<file path="src/rtl/tlp_tx_arbiter_if.sv">
// Channel-side and core-side signal bundle for the FPGA->Host TLP transmit arbiter.
// The slave modport is the arbiter's view; the master modport is the sources/core view.
interface tlp_tx_arbiter_if #(
    parameter int NUM_CHANS  = 4,
    parameter int DATA_WIDTH = 64
);
    localparam int CW = $clog2(NUM_CHANS);

    logic [NUM_CHANS*DATA_WIDTH-1:0] chanData_in;
    logic [NUM_CHANS-1:0]            chanSOP_in;
    logic [NUM_CHANS-1:0]            chanEOP_in;
    logic [NUM_CHANS-1:0]            chanValid_in;
    logic [NUM_CHANS-1:0]            chanReady_out;
    logic [DATA_WIDTH-1:0]           txData_out;
    logic                            txSOP_out;
    logic                            txEOP_out;
    logic                            txValid_out;
    logic                            txReady_in;
    logic [CW-1:0]                   curChan_out;
    logic                            protoErr_out;

    modport slave (
        input  chanData_in, chanSOP_in, chanEOP_in, chanValid_in, txReady_in,
        output chanReady_out, txData_out, txSOP_out, txEOP_out, txValid_out,
               curChan_out, protoErr_out
    );

    modport master (
        output chanData_in, chanSOP_in, chanEOP_in, chanValid_in, txReady_in,
        input  chanReady_out, txData_out, txSOP_out, txEOP_out, txValid_out,
               curChan_out, protoErr_out
    );
endinterface

</file>
<file path="src/rtl/tlp_tx_arbiter.sv">
// Round-robin, packet-locked merge of NUM_CHANS TLP sources onto one tx pipe,
// with framing-error detection and a 2-entry output skid buffer.
module tlp_tx_arbiter #(
    parameter int NUM_CHANS  = 4,
    parameter int DATA_WIDTH = 64
) (
    input logic             pcieClk_in,
    input logic             pcieNPOR_in,
    tlp_tx_arbiter_if.slave bus
);
    localparam int CW = $clog2(NUM_CHANS);

    typedef enum logic {IDLE, LOCKED} state_t;

    state_t                state;
    logic [CW-1:0]         ptr;
    logic [CW-1:0]         lock_chan;
    logic [CW-1:0]         cur_chan;
    logic                  proto_err;

    logic [1:0]            count;
    logic [1:0]            count_next;
    logic                  space;
    logic [DATA_WIDTH-1:0] head_data;
    logic [DATA_WIDTH-1:0] tail_data;
    logic                  head_sop;
    logic                  head_eop;
    logic                  tail_sop;
    logic                  tail_eop;

    logic [CW-1:0]         sel;
    logic                  sel_valid;
    logic                  sel_drop;
    logic [DATA_WIDTH-1:0] sel_data;
    logic                  sel_sop;
    logic                  sel_eop;
    logic                  fire;
    logic                  push;
    logic                  pop;
    logic [NUM_CHANS-1:0]  ready;

    function automatic logic [CW-1:0] wrap_chan(input int value);
        return CW'(value % NUM_CHANS);
    endfunction

    // Stray non-SOP beats in IDLE are flushed first (lowest index wins); otherwise the
    // round-robin search runs downward so the entry nearest ptr overrides the rest.
    always_comb begin
        sel       = '0;
        sel_valid = 1'b0;
        sel_drop  = 1'b0;
        if (state == LOCKED) begin
            sel       = lock_chan;
            sel_valid = 1'b1;
        end else begin
            for (int i = NUM_CHANS - 1; i >= 0; i--) begin
                if (bus.chanValid_in[i] && !bus.chanSOP_in[i]) begin
                    sel       = CW'(i);
                    sel_valid = 1'b1;
                    sel_drop  = 1'b1;
                end
            end
            if (!sel_drop) begin
                for (int i = NUM_CHANS - 1; i >= 0; i--) begin
                    if (bus.chanValid_in[wrap_chan(int'(ptr) + i)] &&
                        bus.chanSOP_in[wrap_chan(int'(ptr) + i)]) begin
                        sel       = wrap_chan(int'(ptr) + i);
                        sel_valid = 1'b1;
                    end
                end
            end
        end
    end

    // Ready depends only on the registered space flag, never on txReady_in.
    always_comb begin
        ready = '0;
        if (sel_valid && space) begin
            ready[sel] = 1'b1;
        end
    end

    assign sel_data   = bus.chanData_in[int'(sel)*DATA_WIDTH +: DATA_WIDTH];
    assign sel_sop    = bus.chanSOP_in[sel];
    assign sel_eop    = bus.chanEOP_in[sel];
    assign fire       = sel_valid && space && bus.chanValid_in[sel];
    assign push       = fire && !sel_drop;
    assign pop        = (count != 2'd0) && bus.txReady_in;
    assign count_next = count + {1'b0, push} - {1'b0, pop};

    always_ff @(posedge pcieClk_in or negedge pcieNPOR_in) begin
        if (!pcieNPOR_in) begin
            state     <= IDLE;
            ptr       <= '0;
            lock_chan <= '0;
            cur_chan  <= '0;
            proto_err <= 1'b0;
        end else if (fire) begin
            if (sel_drop) begin
                proto_err <= 1'b1;
            end else if (state == IDLE) begin
                cur_chan <= sel;
                if (sel_eop) begin
                    ptr <= wrap_chan(int'(sel) + 1);
                end else begin
                    state     <= LOCKED;
                    lock_chan <= sel;
                end
            end else begin
                if (sel_sop) begin
                    proto_err <= 1'b1;
                end
                if (sel_eop) begin
                    state <= IDLE;
                    ptr   <= wrap_chan(int'(lock_chan) + 1);
                end
            end
        end
    end

    // Head entry drives the tx pipe; the tail only fills while the head is stalled.
    always_ff @(posedge pcieClk_in or negedge pcieNPOR_in) begin
        if (!pcieNPOR_in) begin
            count     <= 2'd0;
            space     <= 1'b0;
            head_data <= '0;
            head_sop  <= 1'b0;
            head_eop  <= 1'b0;
            tail_data <= '0;
            tail_sop  <= 1'b0;
            tail_eop  <= 1'b0;
        end else begin
            count <= count_next;
            space <= (count_next != 2'd2);
            if (pop) begin
                if (count == 2'd2) begin
                    head_data <= tail_data;
                    head_sop  <= tail_sop;
                    head_eop  <= tail_eop;
                end else if (push) begin
                    head_data <= sel_data;
                    head_sop  <= sel_sop;
                    head_eop  <= sel_eop;
                end
            end else if (push) begin
                if (count == 2'd0) begin
                    head_data <= sel_data;
                    head_sop  <= sel_sop;
                    head_eop  <= sel_eop;
                end else begin
                    tail_data <= sel_data;
                    tail_sop  <= sel_sop;
                    tail_eop  <= sel_eop;
                end
            end
        end
    end

    assign bus.chanReady_out = ready;
    assign bus.txValid_out   = (count != 2'd0);
    assign bus.txData_out    = head_data;
    assign bus.txSOP_out     = head_sop && (count != 2'd0);
    assign bus.txEOP_out     = head_eop && (count != 2'd0);
    assign bus.curChan_out   = cur_chan;
    assign bus.protoErr_out  = proto_err;
endmodule

</file>
<file path="src/flat_wrapper.sv">
// flat-port wrapper written by rule: the top's interface ports become plain ports
module tlp_tx_arbiter_flat 
#(
    parameter int NUM_CHANS  = 4,
    parameter int DATA_WIDTH = 64
)
  (pcieClk_in, pcieNPOR_in, bus_chanData_in, bus_chanSOP_in, bus_chanEOP_in, bus_chanValid_in, bus_txReady_in, bus_chanReady_out, bus_txData_out, bus_txSOP_out, bus_txEOP_out, bus_txValid_out, bus_curChan_out, bus_protoErr_out);
  tlp_tx_arbiter_if #(.NUM_CHANS(NUM_CHANS), .DATA_WIDTH(DATA_WIDTH)) bus_i ();
  input logic pcieClk_in;
  input logic pcieNPOR_in;
  input wire logic [$bits(bus_i.chanData_in)-1:0] bus_chanData_in;
  input wire logic [$bits(bus_i.chanSOP_in)-1:0] bus_chanSOP_in;
  input wire logic [$bits(bus_i.chanEOP_in)-1:0] bus_chanEOP_in;
  input wire logic [$bits(bus_i.chanValid_in)-1:0] bus_chanValid_in;
  input wire logic [$bits(bus_i.txReady_in)-1:0] bus_txReady_in;
  output wire logic [$bits(bus_i.chanReady_out)-1:0] bus_chanReady_out;
  output wire logic [$bits(bus_i.txData_out)-1:0] bus_txData_out;
  output wire logic [$bits(bus_i.txSOP_out)-1:0] bus_txSOP_out;
  output wire logic [$bits(bus_i.txEOP_out)-1:0] bus_txEOP_out;
  output wire logic [$bits(bus_i.txValid_out)-1:0] bus_txValid_out;
  output wire logic [$bits(bus_i.curChan_out)-1:0] bus_curChan_out;
  output wire logic [$bits(bus_i.protoErr_out)-1:0] bus_protoErr_out;
  assign bus_i.chanData_in = bus_chanData_in;
  assign bus_i.chanSOP_in = bus_chanSOP_in;
  assign bus_i.chanEOP_in = bus_chanEOP_in;
  assign bus_i.chanValid_in = bus_chanValid_in;
  assign bus_i.txReady_in = bus_txReady_in;
  assign bus_chanReady_out = bus_i.chanReady_out;
  assign bus_txData_out = bus_i.txData_out;
  assign bus_txSOP_out = bus_i.txSOP_out;
  assign bus_txEOP_out = bus_i.txEOP_out;
  assign bus_txValid_out = bus_i.txValid_out;
  assign bus_curChan_out = bus_i.curChan_out;
  assign bus_protoErr_out = bus_i.protoErr_out;
  tlp_tx_arbiter #(.NUM_CHANS(NUM_CHANS), .DATA_WIDTH(DATA_WIDTH)) u_core (.pcieClk_in(pcieClk_in), .pcieNPOR_in(pcieNPOR_in), .bus(bus_i));
endmodule
</file>
<file path="config.mk">
export PLATFORM = sky130hd
export DESIGN_NAME = tlp_tx_arbiter_flat
export DESIGN_NICKNAME = d
export VERILOG_FILES = /design/src/rtl/tlp_tx_arbiter_if.sv /design/src/rtl/tlp_tx_arbiter.sv /design/src/flat_wrapper.sv
export SDC_FILE = /design/constraint.sdc
export NUM_CORES = 1
export LEC_CHECK = 0
export BUFFER_PORTS_ARGS = -buffer_cell sky130_fd_sc_hd__buf_2
export CAP_MARGIN = 20
export CORE_AREA = 2 2 134 136
export DETAILED_ROUTE_END_ITERATION = 7
export DIE_AREA = 0 0 136 138
export PLACE_DENSITY = 0.9
export SYNTH_ARGS = -nofsm -noshare
export SYNTH_HDL_FRONTEND = slang
export SYNTH_SLANG_ARGS = --single-unit
</file>
<file path="constraint.sdc">
create_clock -name pcieClk_in -period 3.2 [get_ports pcieClk_in]
set_input_delay 0.48 -clock pcieClk_in [delete_from_list [all_inputs] [get_ports pcieClk_in]]
set_output_delay 0.48 -clock pcieClk_in [all_outputs]
set_load 0.005 [all_outputs]
</file>
==> results.cfg <==
[layout]
drive_gt1_share_pct = 29.8
final_common_cell = nand2_1
fin_util_pct = 61.8
area_growth_pct = 30.4
layout_common_cells = nand2_1 (390), buf_2 (343), dfrtp_1 (142)
n_antenna_cell = 0
final_nets = 1684

[worst_setup_path]
cp_num_buf_inv = 2
ff2ff_path_depth = 9
critPathRequiredTime_ns = 2.72
path_cells = and3b_1 -> o21ai_0 -> nand3_1 -> o211ai_1 -> and2_4 -> buf_12 -> ha_1 -> and2_1 -> buf_2
cp-startpoint = u_core.ptr[1]$_DFFE_PN0P_
worstReg2RegEnd = u_core.bus.txData_out[41]$_DFFE_PN0P_
cp_max_fo = 65
crit_path_top_delay_cell = dfrtp_2
startpoint_type = flip-flop
timing.rr.start = u_core.state$_DFFE_PN0P_
slowest_delay_ns = 0.44
path_class = reg -> out
r2r_slack_ns = 0.41
cp.depth = 9
cp_top_family = simple AND/OR/NAND/NOR gates
arrival_ns = 2.50
end_kind = output pin

[power]
p_leak_nw = 5.88
power.clock.fraction_pct = 19.8
ir_worst_vdd_mv = 0.669
power.density_mw_per_mm2 = 1050
sw_frac_of_total_pct = 43.0
combPwrFrac_pct = 52.0
p_switching_mw = 4.88
seq_power_share_pct = 28.2
cellInternalPower_mw = 6.47

[synth]
synthArstFlopShare_pct = 100
syn_inst = 1112
synth_seq_cells = 143
ys.flop_type = dfrtp_1
avgSynthCellArea_sq_um = 7.48
yosysUniqueCellTypes = 52
yosysWarnings = 0
synth_nets = 1388
seq_area_frac_synth_pct = 43.0
netlist_area_sq_mm = 0.00832
synth_edf_count = 0

[routing]
drt-total-wl_mm = 23.7
drt_iter0_drc = 469
route.antenna.remaining_nets = 0
wl_per_cell_um = 14.4
vias = 8741
viasPerCell = 5.30
firstDrtPassIters = 5
drc = 0

[timing]
slew_viol_final = 0
hold_violations = 0
skew_ns = 0.0101
rsz0062_at_grt = no
final.setup.tns_ns = 0
fin_crit_ns = 2.98
fmax_ghz = 0.335
maxSlewHeadroom_pct = 45.5
final-setup-viol-count = 0
tightestPinTransition_ns = 0.817
fin_crit_sh_pct = 93.2

[run_status]
outcome = finished, final reports clean

[clock_network]
cts_inserted_buffers = 17
htree_num_levels = 4
ctsLongestPathBuffers = 2
clkLatencyLatePin_ns = 0.41
cts_setup_buffers = 0
clk_pin_slew_ns = 0.06
root_buffer = clkbuf_16
cts_num_sinks = 143
cts_tree = built

[global_route]
grt_pass1_wl_mm = 39.2
grt_usage_pct = 25.6
grt_pass1_vias = 8192
grt_antenna_before_repair = 0
grt_overflow = 0
grt_max_degree = 91

[placed_design]
place_congestion = 0.875
place_hpwl_mm = 17.2
port_buffers = 344

[die]
fp.dieH_um = 138
core_area_sq_mm = 0.0175
dieArea_sq_mm = 0.0188
fp.dieW_um = 136
start_util_pct = 47.4
num_io_pins = 345
rows = 49

[job]
max-cap-violations = 0

[min_path]
hp-class = in -> async
state kept, by name (all words and copies together), names as in the netlist:
signal,cells
u_core.bus.txData_out,64
u_core.tail_data,64
u_core.bus.curChan_out,2
u_core.count,2
u_core.lock_chan,2
u_core.ptr,2
u_core.bus.protoErr_out,1
u_core.head_eop,1
u_core.head_sop,1
u_core.space,1
u_core.state,1
u_core.tail_eop,1
u_core.tail_sop,1
power by group through the flow:
stage	clock network [mW]	logic [mW]	registers, mW
6_report	2.25	5.91	3.20
5_1_grt	2.38	6.66	3.30
4_1_cts	2.30	5.95	3.19
3_5_place_dp	0	5.93	3.21
3_3_place_gp	0	5.69	3.15
2_1_floorplan	0	4.09	3.15
metrics by stage:
step | area, sq um | instances | hold WS (ns) | worst slack [ns] | power (mW)
3_5_place_dp | 10200 | 1618 | 0.463 | 0.104 | 9.13
5_1_grt | 10800 | 1650 | 0.176 | 0.0614 | 12.3
4_1_cts | 10800 | 1650 | 0.147 | 0.128 | 11.4
6_report | 10800 | 1650 | 0.114 | 0.219 | 11.4
2_1_floorplan | 8320 | 1112 | 0.184 | 0.467 | 7.24
3_3_place_gp | 10200 | 1618 | 0.458 | 0.237 | 8.85
metal layers:
metal,GRT usage [%],wire length [um],vias to the layer above,share of wire (%)
li1,-,-,4293,-
met1,32.2,9560,4041,40
met2,42.8,11800,349,50
met3,5.50,1750,58,7.4
met4,10.3,658,0,2.8
met5,0,0,-,0
cells in the mapped netlist, types with 2 or more instances:
cell type	count	area (sq um)
nor3_1	7	35.0
or2_1	2	12.5
o2111a_1	2	22.5
mux2_2	4	45.0
clkbuf_1	30	113
o21ai_0	70	350
inv_1	74	278
nand3_1	67	335
buf_2	32	160
a221oi_1	66	578
buf_4	5	37.5
o21ai_2	14	123
buf_6	9	101
nor2b_1	2	12.5
nor2_1	73	274
xnor2_1	2	17.5
a21oi_1	8	40.0
o221ai_1	4	35.0
nand2_1	390	1460
o21ai_1	55	275
dfrtp_1	143	3580
and2_1	8	50.1
mux2i_1	3	30.0
mux2_1	2	22.5
nand2b_1	4	25.0
ha_1	5	62.6
buf_1	6	22.5
worst reg2reg max path, stage by stage, from the launching register on:
cell and delay [ns]:
dfrtp_1 0.52, and2_1 0.26, or2_1 0.27, o221ai_1 0.19, nor3_1 0.07, mux2_4 0.30, o31ai_1 0.36, nor2_4 0.07
buf_4 0.25, a221oi_1 0.38
logic make-up (layout without fill, tap and decap cells):
family | Yosys count | count (layout) | synth area share [%]
adders and majority gates | 5 | 5 | 0.752
and+or+nand+nor | 564 | 564 | 27.6
muxes | 10 | 10 | 1.35
buffers and inverters | 157 | 466 | 8.60
xor gates and xnor gates | 3 | 3 | 0.316
AOI/OAI and AO/OA | 230 | 230 | 18.4
DFF | 143 | 143 | 43.0
layout make-up:
type	instances	area, sq um
Clock buffer	18	439
Timing Repair Buffer	359	1970
Sequential cell	143	3580
Clock inverter	14	238
Inverter	75	284
Tap cell	229	287
Multi-Input combinational cell	812	4050
Fill cell	1569	6690
worst max-delay path by stage:
stage | to
global placement | u_core.bus.txData_out[38]$_DFFE_PN0P_
CTS | bus_chanReady_out[1]
detailed placement | u_core.bus.txData_out[41]$_DFFE_PN0P_
floorplan | bus_chanReady_out[0]
finish | bus_chanReady_out[1]
global route | bus_chanReady_out[1]
repair_timing:
item | in CTS | in global routing
endpoints found under the setup margin | 0 | 2
hold buffers | 0 | 0
resized for setup | 0 | 2
Note: power is estimated with default switching activity, not from simulation.
